**src/rtl/bitwise_logic_pipe.sv**
```systemverilog
// Pipelined per-bit logic unit: one of eight bitwise ops, STAGES register stages, valid/ready with whole-pipe stall.
// Optional build macro POPCOUNT_EN adds a registered out_pop (number of 1 bits in out_data) aligned with out_valid.
module bitwise_logic_pipe #(
  parameter int WIDTH  = 8,
  parameter int STAGES = 2,
  parameter int CNT_W  = 8
) (
  input  logic             clk,
  input  logic             reset,
  input  logic             in_valid,
  output logic             in_ready,
  input  logic [WIDTH-1:0] in_a,
  input  logic [WIDTH-1:0] in_b,
  input  logic [2:0]       in_op,
  output logic             out_valid,
  input  logic             out_ready,
  output logic [WIDTH-1:0] out_data,
  output logic [CNT_W-1:0] out_count
`ifdef POPCOUNT_EN
  ,
  output logic [$clog2(WIDTH+1)-1:0] out_pop
`endif
);

  logic [WIDTH-1:0]  op_result;
  logic              stall;
  logic              out_fire;

  logic [STAGES-1:0] valid_d, valid_q;
  logic [WIDTH-1:0]  data_d [STAGES];
  logic [WIDTH-1:0]  data_q [STAGES];
  logic [CNT_W-1:0]  count_d, count_q;

  // The op is resolved here, so only stage 1 sees in_op; later stages just shift.
  always_comb begin
    op_result = '0;
    case (in_op)
      3'b000:  op_result = in_a & in_b;
      3'b001:  op_result = in_a | in_b;
      3'b010:  op_result = in_a ^ in_b;
      3'b011:  op_result = ~(in_a ^ in_b);
      3'b100:  op_result = ~(in_a & in_b);
      3'b101:  op_result = ~(in_a | in_b);
      3'b110:  op_result = in_a;
      3'b111:  op_result = ~in_a;
      default: op_result = '0;
    endcase
  end

  assign stall    = out_valid & ~out_ready;
  assign in_ready = ~stall;
  assign out_fire = out_valid & out_ready;

  always_comb begin
    valid_d = valid_q;
    for (int k = 0; k < STAGES; k++) begin
      data_d[k] = data_q[k];
    end
    if (!stall) begin
      valid_d[0] = in_valid;
      data_d[0]  = op_result;
      for (int k = 1; k < STAGES; k++) begin
        valid_d[k] = valid_q[k-1];
        data_d[k]  = data_q[k-1];
      end
    end
  end

  always_comb begin
    count_d = count_q;
    if (out_fire) begin
      count_d = count_q + CNT_W'(1);
    end
  end

  // Data is cleared on reset too, so bubbles never carry X downstream.
  always_ff @(posedge clk or posedge reset) begin
    if (reset) begin
      valid_q <= '0;
      count_q <= '0;
      for (int k = 0; k < STAGES; k++) begin
        data_q[k] <= '0;
      end
    end else begin
      valid_q <= valid_d;
      count_q <= count_d;
      for (int k = 0; k < STAGES; k++) begin
        data_q[k] <= data_d[k];
      end
    end
  end

  assign out_valid = valid_q[STAGES-1];
  assign out_data  = data_q[STAGES-1];
  assign out_count = count_q;

`ifdef POPCOUNT_EN
  localparam int POP_W = $clog2(WIDTH+1);

  logic [WIDTH-1:0] pop_src;
  logic [POP_W-1:0] pop_d, pop_q;

  function automatic logic [POP_W-1:0] count_ones(input logic [WIDTH-1:0] v);
    logic [POP_W-1:0] cnt;
    cnt = '0;
    for (int i = 0; i < WIDTH; i++) begin
      cnt = cnt + POP_W'(v[i]);
    end
    return cnt;
  endfunction

  // Count whatever is about to enter the last stage so the count lands with its data.
  if (STAGES == 1) begin : g_pop_src_in
    assign pop_src = op_result;
  end else begin : g_pop_src_stage
    assign pop_src = data_q[STAGES-2];
  end

  always_comb begin
    pop_d = pop_q;
    if (!stall) begin
      pop_d = count_ones(pop_src);
    end
  end

  always_ff @(posedge clk or posedge reset) begin
    if (reset) begin
      pop_q <= '0;
    end else begin
      pop_q <= pop_d;
    end
  end

  assign out_pop = pop_q;
`endif

endmodule

```
**config.mk**
```make
export PLATFORM = sky130hd
export DESIGN_NAME = bitwise_logic_pipe
export DESIGN_NICKNAME = d
export VERILOG_FILES = /design/src/rtl/bitwise_logic_pipe.sv
export SDC_FILE = /design/constraint.sdc
export NUM_CORES = 1
export LEC_CHECK = 0
export CAP_MARGIN = 40
export CORE_MARGIN = 3
export CORE_UTILIZATION = 50
export DETAILED_ROUTE_END_ITERATION = 8
export PLACE_DENSITY = 0.86
export SLEW_MARGIN = 20
export SYNTH_ARGS = -nofsm -noshare
export SYNTH_HDL_FRONTEND = slang
export SYNTH_SLANG_ARGS = --single-unit
```
**constraint.sdc**
```tcl
create_clock -name clk -period 1.7 [get_ports clk]
set_input_delay 0.255 -clock clk [delete_from_list [all_inputs] [get_ports clk]]
set_output_delay 0.255 -clock clk [all_outputs]
set_load 0.02 [all_outputs]
```
==> results.md <==
* Outcome: finished, final reports clean
* VDD IR max at 386 uV
* Crit-path cells: clkdlybuf4s50_1
* Drc violations at 0
* M1 GR Usage at 19.2%
* Utilization after layout at 68.5%
* CP max-delay cell: clkdlybuf4s50_1
* Main combinational cell family by area after synthesis: adder cells
* P&R area growth vs syn at 29.6%
* Row count at 21
* Worst-path clk slew at 0.14 ns
* CP delay by family, top: buffers and inverters
* Skew final at 0.00917 ns
* Mean post-synth cell area at 9.98 sq um
* Clock Path Buffers at 2
* Hold_buf cts at 0
* Top-level port count at 41
* Post-Route WL at 3220 um
* DRT antenna net count at 0
* Ratio of cells with drive above 1 in the final layout at 15.5%
* CTS tree: yes
* Die W at 66.1 um
* Slew HR at 78.9%
* Die height at 66.1 um
* GRT Util Overall at 15.4%
* Clock root cell: clkbuf_4
* Starting Density at 52.9%
* Crit path kind: flop to output pin
* Setup bufs post-CTS at 0
* Routability cong. at 0.818
* Tmin final at 1.64 ns
* PwrDens at 941 mW/mm^2
* Worst Path Arrival at 1.38 ns
* DP HPWL at 2640 um
* Max-cap violations at 0
* RSZ-0062 raised after global routing: no
* Synth Area in Compound Gates at 10.5%
* I/O Buffers at 40
* H-tree Lvls at 1
* TritonRoute pass-1 iters at 4
* Mux cell area share after synthesis at 11.3%
* Initial antenna violation count at 0
* Hold slack at 0.258 ns
* Crit path largest cell delay at 0.63 ns
* DR WL/cell at 11.8 um
* Largest net degree at the start of global routing at 27
* Max Fclk at 611 MHz
* Grt ovf at 0
* Worst Path Buf+Inv at 1
* Busiest grt layer: met2
* Global-route wire length before repair at 5340 um
* Syn nets at 221
* Area share of and/or/nand/nor cells after synthesis at 9.63%
* DP Worst Slack at -0.195 ns
* Final period util at 96.3%
* CP Data Required Time at 1.44 ns
* Ys async rst share at 100%
* Leak Pwr at 1.10 nW
* CP Launch Type: flop
* FF+latch count, synth at 26
* Hold Path Class: primary input to asynchronous set/reset pin
* Slew @ Worst Pin at 0.317 ns
* Fin nets at 267
* Seq/Total Area, Yosys at 36.0%
* Clock sinks at 26
* Setup ws final at 0.0631 ns
* Synth Flop Type: dfrtp_1
* Yosys warns at 0
* GR Util met3 at 1.70%
* Vias per cell at 5.11
* Mapped Cells at 181
* Cts bufs inserted at 3
* Syn Std Cell Area at 0.00181 sq mm
* Final Setup Violations at 0
* Fillers at 279
* Initial DRC count at 38
* Final Hold Viols at 0
* Worst setup EP type: output pin
* Xor and xnor area share after synthesis at 9.70%
* EDFF count, synth at 0
* Via count at 1390
* Cell variety after synth at 38
* Critical path fanouts, max at 4
* Vias in the first global route at 1247
* Final Total Pwr at 2.20 mW
* Adder-cell share of the synthesized area at 11.8%
* Max Slew Vio Count at 0
* Core footprint at 0.00342 sq mm
* Die area at 0.00437 sq mm
* Skew-Pair Late Insertion Delay at 0.32 ns
* Ant diodes at 0
* GR Layer Usage met2 at 27.8%
layout by cell type (no fill, tap or decap), types with 2 or more instances in the layout:
cell              n
xor2_1           10
clkdlybuf4s50_1  38
xnor2_1          10
o31ai_1           7
a211oi_1          5
nor3_1            3
nor2_1            8
mux2_2            7
nand3_1           2
a221oi_1          2
mux2i_1           2
o22ai_1           5
ha_1             17
nand2_1          13
inv_1            19
buf_4            19
clkbuf_4          3
mux2_1            8
dfrtp_1          25
flip-flops by register name, indices dropped and copies added, names as in the netlist:
register,flops
data_q,8
out_count,8
out_data,8
valid_q,2
cell usage after synthesis, types with 2 or more instances:
cell type	count	area, sq um
buf_4	9	67.6
buf_6	2	22.5
a211oi_1	5	37.5
nand2_1	13	48.8
mux2i_1	2	20.0
ha_1	17	213
nor3_1	3	15.0
a221oi_1	2	17.5
mux2_2	7	78.8
nand3_1	2	10.0
o22ai_1	5	31.3
nor2b_1	2	12.5
inv_1	19	71.3
dfrtp_1	26	651
xnor2_1	10	87.6
nor2_1	8	30.0
o31ai_1	7	52.6
mux2_1	8	90.1
buf_2	6	30.0
xor2_1	10	87.6
power breakdown:
group / switching (mW) / total (mW) / internal [mW] / leakage [nW]
registers: 0.123 / 0.897 / 0.774 / 0.313
logic: 0.414 / 0.890 / 0.476 / 0.761
clock network: 0.177 / 0.415 / 0.238 / 0.0279
total: 0.714 / 2.20 / 1.49 / 1.10
logic make-up (layout without fill, tap and decap cells):
group,count (synthesis),in the layout
buffers and inverters,38,83
and+or+nand+nor,36,36
AOI/OAI and AO/OA,26,26
DFF,26,26
xor gates and xnor gates,20,20
muxes,18,18
adders and majority gates,17,17
routing by layer:
metal / part of all wire [%] / vias to the layer above / routed length [um]
li1: - / 700 / -
met5: 0 / - / 0
met4: 1.2 / 0 / 38
met3: 5.2 / 4 / 167
met1: 43 / 642 / 1390
met2: 50 / 44 / 1630
repair_timing:
action	4_1_cts	5_1_grt
endpoints found under the hold margin	0	0
gates resized for setup	1	2
setup endpoints to repair	1	2
metrics by stage:
| step | setup TNS, ns | instance area (sq um) | cells |
|---|---|---|---|
| after floorplan | 0 | 1810 | 181 |
| after global placement | -0.857 | 2280 | 268 |
| after detailed placement | -1.27 | 2280 | 268 |
| after CTS | 0 | 2340 | 272 |
| after global routing | 0 | 2340 | 272 |
| final | 0 | 2340 | 272 |
path summary, 6_finish.rpt:
check,from,to,slack (ns),cells past startpoint
worst max-delay path,out_count[0]$_DFFE_PP0P_,out_count[0],0.06,1
worst min-delay path,reset,out_count[3]$_DFFE_PP0P_,0.26,3
worst max register to register,valid_q[1]$_DFFE_PP0N_,out_data[5]$_DFFE_PP0N_,0.30,3
worst min register to register,out_count[7]$_DFFE_PP0P_,out_count[7]$_DFFE_PP0P_,0.48,1
max in group asynchronous,reset,valid_q[1]$_DFFE_PP0N_,1.18,3
min in group clk,out_count[7]$_DFFE_PP0P_,out_count[7]$_DFFE_PP0P_,0.48,1
cell type report:
cell class / instances / area [sq um] / area share (%)
multi-input combinational: 117 / 958 / 41.0
sequential: 26 / 652 / 27.9
timing repair buffer: 59 / 544 / 23.3
inverter: 20 / 75.1 / 3.21
tap: 46 / 57.6 / 2.46
clock inverter: 1 / 30.0 / 1.28
clock buffer: 3 / 22.5 / 0.963
(Power assumes the default switching activity.)
